<file path="config.mk">
export PLATFORM = sky130hd
export DESIGN_NAME = if_rr_arbiter
export DESIGN_NICKNAME = d
export VERILOG_FILES = /design/src/rtl/if_arb_pkg.sv /design/src/rtl/rr_pick.sv /design/src/rtl/if_rr_arbiter.sv
export SDC_FILE = /design/constraint.sdc
export NUM_CORES = 1
export LEC_CHECK = 0
export CORE_MARGIN = 3
export CORE_UTILIZATION = 45
export CTS_BUF_LIST = sky130_fd_sc_hd__clkbuf_4
export CTS_CLUSTER_DIAMETER = 30
export DETAILED_ROUTE_END_ITERATION = 10
export PLACE_DENSITY_LB_ADDON = 0.08
export SLEW_MARGIN = 5
export SYNTH_ARGS = -nofsm -noshare
export SYNTH_HDL_FRONTEND = slang
export SYNTH_HIERARCHICAL = 1
export SYNTH_SLANG_ARGS = --single-unit
</file>
<file path="constraint.sdc">
create_clock -name clk -period 12.11 [get_ports clk]
set_clock_uncertainty 0.05 [all_clocks]
set_input_delay 2.422 -clock clk [delete_from_list [all_inputs] [get_ports clk]]
set_output_delay 2.422 -clock clk [all_outputs]
set_load 0.03 [all_outputs]
</file>
<file path="src/rtl/if_arb_pkg.sv">
// Shared types and helpers for the round-robin arbiter and its combinational picker.
// rr_next gives the wrap-around increment used to advance the priority pointer.
package if_arb_pkg;

   typedef enum logic {EMPTY = 1'b0, FULL = 1'b1} arb_state_e;

   localparam int DEF_N_REQ  = 32'sd9;
   localparam int DEF_DATA_W = 32'sd32;

   function automatic int rr_next(input int ptr, input int n);
      int nxt;
      if (ptr >= n - 32'sd1) begin
         nxt = 32'sd0;
      end else begin
         nxt = ptr + 32'sd1;
      end
      return nxt;
   endfunction

endpackage

</file>
<file path="src/rtl/rr_pick.sv">
// Combinational round-robin picker: first set request at or after ptr, with wrap.
// Purely combinational so other schedulers can reuse it with their own pointer.
module rr_pick
   import if_arb_pkg::*;
#(
   parameter int N = DEF_N_REQ,
   localparam int ID_W = $clog2(N)
) (
   input  logic [N-1:0]    req,
   input  logic [ID_W-1:0] ptr,
   output logic [N-1:0]    grant,
   output logic [ID_W-1:0] idx,
   output logic            any
);

   // Scan offsets 0..N-1 from ptr; the first hit wins and later hits are ignored.
   always_comb begin
      int cand;
      cand  = 32'sd0;
      grant = '0;
      idx   = '0;
      any   = 1'b0;
      for (int k = 0; k < N; k++) begin
         cand = int'(ptr) + k;
         if (cand >= N) begin
            cand = cand - N;
         end else begin
            cand = cand;
         end
         if (!any && req[cand]) begin
            any         = 1'b1;
            grant[cand] = 1'b1;
            idx         = ID_W'(cand);
         end else begin
            any = any;
         end
      end
   end

endmodule

</file>
<file path="src/rtl/if_rr_arbiter.sv">
// Round-robin arbiter funnelling N_REQ valid/ready requesters into one registered
// output slot; a drained slot reloads in the same cycle so throughput is one word per cycle.
module if_rr_arbiter
   import if_arb_pkg::*;
#(
   parameter int N_REQ  = DEF_N_REQ,
   parameter int DATA_W = DEF_DATA_W,
   localparam int ID_W  = $clog2(N_REQ)
) (
   input  logic                           clk,
   input  logic                           rst_n,
   input  logic [N_REQ-1:0]               req_valid,
   input  logic [N_REQ-1:0][DATA_W-1:0]   req_data,
   output logic [N_REQ-1:0]               req_ready,
   output logic                           out_valid,
   output logic [DATA_W-1:0]              out_data,
   output logic [ID_W-1:0]                out_id,
   input  logic                           out_ready,
   output logic                           busy
);

   arb_state_e         state_r;
   arb_state_e         state_nxt_s;
   logic [DATA_W-1:0]  out_data_r;
   logic [ID_W-1:0]    out_id_r;
   logic [ID_W-1:0]    ptr_r;
   logic [N_REQ-1:0]   pick_grant_s;
   logic [ID_W-1:0]    pick_idx_s;
   logic               pick_any_s;
   logic               load_s;
   logic               grant_s;

   rr_pick #(.N(N_REQ)) u_pick (
      .req   (req_valid),
      .ptr   (ptr_r),
      .grant (pick_grant_s),
      .idx   (pick_idx_s),
      .any   (pick_any_s)
   );

   // Handshake: the slot may accept a word when empty or draining this cycle.
   always_comb begin
      load_s  = (state_r == EMPTY) || out_ready;
      grant_s = load_s && pick_any_s && rst_n;
      if (grant_s) begin
         req_ready = pick_grant_s;
      end else begin
         req_ready = '0;
      end
   end

   // State register plus payload/pointer capture on every grant.
   always_ff @(posedge clk or negedge rst_n) begin
      if (!rst_n) begin
         state_r    <= EMPTY;
         out_data_r <= '0;
         out_id_r   <= '0;
         ptr_r      <= '0;
      end else begin
         state_r <= state_nxt_s;
         if (grant_s) begin
            out_data_r <= req_data[pick_idx_s];
            out_id_r   <= pick_idx_s;
            ptr_r      <= ID_W'(rr_next(int'(pick_idx_s), N_REQ));
         end else begin
            out_data_r <= out_data_r;
            out_id_r   <= out_id_r;
            ptr_r      <= ptr_r;
         end
      end
   end

   // Next state: a stalled FULL slot stays FULL; otherwise the slot follows the grant.
   always_comb begin
      state_nxt_s = state_r;
      case (state_r)
         EMPTY:   state_nxt_s = grant_s ? FULL : EMPTY;
         FULL:    state_nxt_s = (!load_s || grant_s) ? FULL : EMPTY;
         default: state_nxt_s = EMPTY;
      endcase
   end

   // Output decode from the registered slot.
   always_comb begin
      out_valid = (state_r == FULL);
      busy      = (state_r == FULL);
      out_data  = out_data_r;
      out_id    = out_id_r;
   end

endmodule

</file>
# After elaboration in Yosys (flattened, before gate mapping)
# Cells that the tools add are included.
# totals
word_cells,178
reg_bits,41
# classes
n_addsub,18
reduce_logical,30
bitwise,9
order_cmp,29
n_mux,88
# ops
op,n
32-bit two-way mux,10
32-bit by 1-bit >= comparator with 1-bit output (second input constant),9
32-bit by 6-bit less-than comparator with 1-bit output (second input constant),9
32-bit by 5-bit >= comparator with 1-bit output (second input constant),8
32-bit by 5-bit subtractor with 32-bit output (second input constant),8
32-bit binary-select mux with 4-bit select,1
9-bit two-way mux,10
9-bit bitwise OR,8
4-bit two-way mux,10
1-bit two-way mux,38
1-bit binary-select mux with 4-bit select,9
1-bit demux with 4-bit select,9
4-bit by 3-bit adder with 5-bit output (second input constant),4
1-bit logical AND,19
4-bit by 2-bit adder with 5-bit output (second input constant),2
1-bit zero test,9
4-bit >= comparator (second input constant),2
4-bit by 1-bit adder with 5-bit output (second input constant),1
4-bit by 4-bit adder with 5-bit output (second input constant),1
4-bit by 5-bit less-than comparator with 1-bit output (second input constant),1
4-bit by 4-bit subtractor with 5-bit output (second input constant),1
4-bit by 1-bit adder with 4-bit output (second input constant),1
1-bit logical OR,2
1-bit one-hot mux with 2 select lines,1
1-bit NOT,1

# Depth between registers and ports, before layout
# depth
word_depth,35
mapped_depth,26
depth_no_buf,19

# Cells and area by module
# The synthesis kept the hierarchy.
# by_module_without_submodules
mod,cells_per_inst,n_inst,area_per_inst_um2,seq_area_each_um2
rr_pick,727,1,4798.4,0.0
if_rr_arbiter,374,1,3822.4,1026.0

# Worst setup path after synthesis
# Ideal clock, no wire load.
# synth_path
path_type,input to output
startpoint,input port req_valid[4]
endpoint,output port req_ready[0]
n_path_buf,4
t_arrival_ns,5.347
setup_slack_ns,4.291
cell_stages,14
required_time_ns,9.638
cell_sequence,clkbuf_1 > mux2i_1 > mux4_2 > nor2b_1 > a211oi_1 > a41o_1 > and3b_1 > clkbuf_1 > and3_1 > nand3_1 > and2_1 > clkbuf_1 > clkbuf_1 > and3_1
# synth_between
elab_chain_cells,31
word_cells_on_any_way,72
cone_classes,46 x mux; 8 x bitwise; 18 x reduce/logical
# synth_lines
item,line,text
"start, declared",if_rr_arbiter.sv:12,"input logic [N_REQ-1:0] req_valid,"
1-bit binary-select mux with 4-bit select,rr_pick.sv:30,if (!any && req[cand]) begin
1-bit two-way mux (implied by the code) (2 in series),rr_pick.sv:30,
1-bit two-way mux,rr_pick.sv:30,
1-bit zero test,rr_pick.sv:30,
1-bit logical AND,rr_pick.sv:30,
1-bit two-way mux,rr_pick.sv:30,
1-bit zero test,rr_pick.sv:30,
1-bit logical AND,rr_pick.sv:30,
[14 not listed],n/a,
1-bit logical AND,rr_pick.sv:30,
1-bit two-way mux,rr_pick.sv:30,
1-bit zero test,rr_pick.sv:30,
1-bit logical AND,rr_pick.sv:30,
1-bit two-way mux *,rr_pick.sv:30,
net pick_any_s,if_rr_arbiter.sv:29,logic pick_any_s;
1-bit logical AND * (2 in series),if_rr_arbiter.sv:44,grant_s = load_s && pick_any_s && rst_n;
9-bit two-way mux *,if_rr_arbiter.sv:45,if (grant_s) begin
"end, declared",if_rr_arbiter.sv:14,"output logic [N_REQ-1:0] req_ready,"
# The timed path passes the listed nets; every way through them passes the cells marked *. The select of a mux whose other input is x is not followed.

# Worst setup path after layout
# layout_path
startpoint,register ptr_r[2]
endpoint,output port req_ready[3]
# layout_between
word_cells_on_any_way,152
cone_classes,17 x add/sub; 27 x order compare; 73 x mux; 8 x bitwise; 27 x reduce/logical
# layout_rtl
item,line,text
"start, declared",if_rr_arbiter.sv:26,logic [ID_W-1:0] ptr_r;
"start signal, assigned",if_rr_arbiter.sv:64,"ptr_r <= ID_W'(rr_next(int'(pick_idx_s), N_REQ));"
"start signal, assigned",if_rr_arbiter.sv:68,ptr_r <= ptr_r;
"parallel branches: the longest is 29 deep, another holds 32-bit by 5-bit subtractor with 32-bit output",n/a,
9-bit two-way mux *,rr_pick.sv:30,
net pick_grant_s[3],if_rr_arbiter.sv:27,logic [N_REQ-1:0] pick_grant_s;
9-bit two-way mux *,if_rr_arbiter.sv:45,
# Mark *: on every way through the listed nets, which the timed path passes. The select of a mux whose other input is x is not followed.

==> impl_metrics.toml <==
[detailed_routing]
wl_um = 41800
drt_pre_antenna_iters = 6
vias = 10836
wl_per_cell_um = 26.1
drt-initial-drc-count = 1343
detail_route.vias_per_cell = 6.76
ant_nets = 0
drc_errors = 0

[place]
hpwl_um = 32400
place_inst = 1591
portBuffers = 346
gp_congestion = 1.04

[setup_path]
rr_worst_depth = 18
cp.depth = 16
cp.required_ns = 9.64
max_stage_delay_ns = 0.90
cp-endpoint = "req_ready[3]"
crit_chain = "buf_4 -> inv_1 -> ha_1 -> a21boi_1 -> xnor2_1 -> a21oi_1 -> o2bb2ai_1 -> nor4bb_1 -> a32o_1 -> nor3_1 -> nand4_4 -> nor2_1 -> and3_1 -> a311o_1 -> and3_1 -> clkdlybuf4s50_1"
crit_top_cell = "and3_1"
worst_setup_path_start_kind = "flip-flop"
rrSetupSlack_ns = 4.34
arrival_ns = 6.91
crit_fanout = 38
crit_family = "compound AO/OA/AOI/OAI gates"
cp-end-kind = "output pin"
r2r_start = "ptr_r[2]"
cp_slowest_cell = "xnor2_1"
reg2reg_to = "out_data[13]"
critPathLaunch = "ptr_r[2]"
path_class = "flip-flop to output pin"
crit_buf_inv = 3

[sta]
tightest_slew_ns = 1.05
finalCritPeriodShare_pct = 77.5
finalSetupViolCount = 0
slew_violations = 0
fin_crit_ns = 9.38
hold_viol = 0
slew_headroom_pct = 29.1
whs_ns = 0.465
max_freq_mhz = 107
rsz0062_at_grt = "no"
setup_tns_ns = 0

[floorplan]
die_w_um = 144
floorplan.initialDensity_pct = 46.9
coreArea_um2 = 18400
fp.dieH_um = 144
dieArea_um2 = 20900
ios = 347
std_cell_rows = 49

[cells_and_area]
fin_nets = 1692
fin_cells = 1602
drive_above_1_share_pct = 7.88
syn_to_final_growth_pct = 40.6
fin_util_pct = 65.9

[synthesis]
synth_nets = 1424
syn_area_um2 = 8620
async_flop_share_pct = 100
syn-mean-instance-area_um2 = 7.83
yosysUniqueCellTypes = 94
ys.flop_type = "dfrtp_1"
yosysWarnings = 6
ys_ff_latch = 41
seq_area_frac_synth_pct = 11.9
synth_cells = 1101
synth_edf_count = 0

[clock_tree]
clockBufferDepth = 2
root_buffer = "clkbuf_4"
cts.repair.resized = 0
cts_max_level = 2
hold_buffers = 0
clock_latency_ns = 0.41
postCtsSetupBuffers = 0
numCtsBuffers = 5
clock-sinks = 41
cts_tree = "done"
cts.clk_slew.worst_paths_ns = 0.14

[min_path]
hp-class = "flip-flop to flip-flop"

[global_route]
grt_max_degree = 62
grt_pass1_vias = 10188
grt_pass1_wl_um = 60100
overflow = 0
antenna_found_initial = 4
track_usage_pct = 37.7

[status]
outcome = "finished clean"

[flow_run]
drv_cap = 0
## Yosys cell counts (15+ instances only)
| cell type | number | share of area [%] |
|---|---|---|
| a21oi_1 | 77 | 4.5 |
| a41oi_1 | 33 | 3.4 |
| and3_1 | 17 | 1.2 |
| buf_2 | 35 | 2.0 |
| clkbuf_1 | 47 | 2.0 |
| dfrtp_1 | 41 | 12 |
| ha_1 | 23 | 3.3 |
| inv_1 | 15 | 0.65 |
| mux2i_1 | 108 | 13 |
| mux4_2 | 37 | 9.7 |
| nand2_1 | 156 | 6.8 |
| nand3_1 | 26 | 1.5 |
| nor2_1 | 69 | 3.0 |
| nor3_1 | 22 | 1.3 |
| o21ai_0 | 44 | 2.6 |
| o22a_1 | 32 | 3.3 |
| xnor2_1 | 19 | 1.9 |
## layout by cell type (no fill, tap or decap), types with 6 or more instances in the layout
cell             instances
clkdlybuf4s50_1        345
nand2_1                156
mux2i_1                108
a21oi_1                 77
nor2_1                  68
o21ai_0                 44
dfrtp_1                 41
mux4_2                  37
a41oi_1                 33
o22a_1                  32
nand3_1                 26
ha_1                    23
nor3_1                  22
xnor2_1                 19
buf_4                   18
and3_1                  17
inv_1                   15
a31oi_1                 14
o211ai_1                14
nor2b_1                 13
nand2b_1                12
and2_1                  11
a211oi_1                11
a32o_1                   9
or3_1                    8
o2111ai_1                8
nor4_1                   8
o31ai_1                  7
mux2_2                   6
a21o_1                   6
o22ai_1                  6
## registers in the layout (all words and copies together) (netlist names)
register and count:
out_data 32, out_id 4, ptr_r 4, busy 1
## through the flow
stage / cell area [um2] / setup slack (ns)
2_1_floorplan: 8620 / 4.29
3_3_place_gp: 12000 / 3.00
3_5_place_dp: 12000 / 2.92
4_1_cts: 12100 / 2.91
5_1_grt: 12100 / 2.41
6_report: 12100 / 2.73
## kinds of logic after synthesis
logic type               Yosys count  synth area share [%]
AND/OR/NAND/NOR                  395                  22.9
flip-flops                        41                  11.9
buffers and inverters            121                  6.59
AO/OA/AOI/OAI                    341                  29.0
adder cells (fa/ha/maj)           23                  3.34
multiplexers                     155                  23.5
XOR/XNOR                          25                  2.71
## worst register-to-register path, cell delays in order (launching register included)
cell and delay, ns:
dfrtp_1 0.39, buf_4 0.26, inv_1 0.67, ha_1 0.43, a21boi_1 0.25, xnor2_1 0.90
o21ai_0 0.22, o2bb2ai_1 0.37, nor4_1 0.51, a32o_1 0.32, nor2_1 0.13, and4b_1 0.62
a22oi_1 0.18, nand4_1 0.15, o21a_4 0.81, buf_4 0.70, mux4_2 0.47, nand2_1 0.10
a41oi_1 0.11
## cell type report
cell class                      count  area (um2)
Antenna cell                        3        7.51
Sequential cell                    41        1030
Tap cell                          229         287
Fill cell                        1600        6270
Clock inverter                      3        41.3
Clock buffer                        5        37.5
Inverter                           18        67.6
Timing Repair Buffer              364        3590
Multi-Input combinational cell    939        7060
## routing by layer
layer	part of all wire, %	wire, um	GRT usage [%]
met5	0.086	36	0
met4	4.8	2020	17.1
met3	12	4960	10.4
met2	46	19300	59.7
met1	37	15500	47.9
## how the worst min path moves through the flow
stage / startpoint / end / slack, ns / cells past startpoint
finish: out_id[0] / out_id[0] / 0.46 / 1
global route: out_id[0] / out_id[0] / 0.50 / 1
CTS: out_id[0] / out_id[0] / 0.46 / 1
detailed placement: out_id[0] / out_id[0] / 0.43 / 1
global placement: out_id[0] / out_id[0] / 0.42 / 1
floorplan: ptr_r[3] / ptr_r[3] / 0.49 / 1
Power is not shown: default switching activity piles up to over one toggle a cycle in this logic, so the estimate is an artifact.
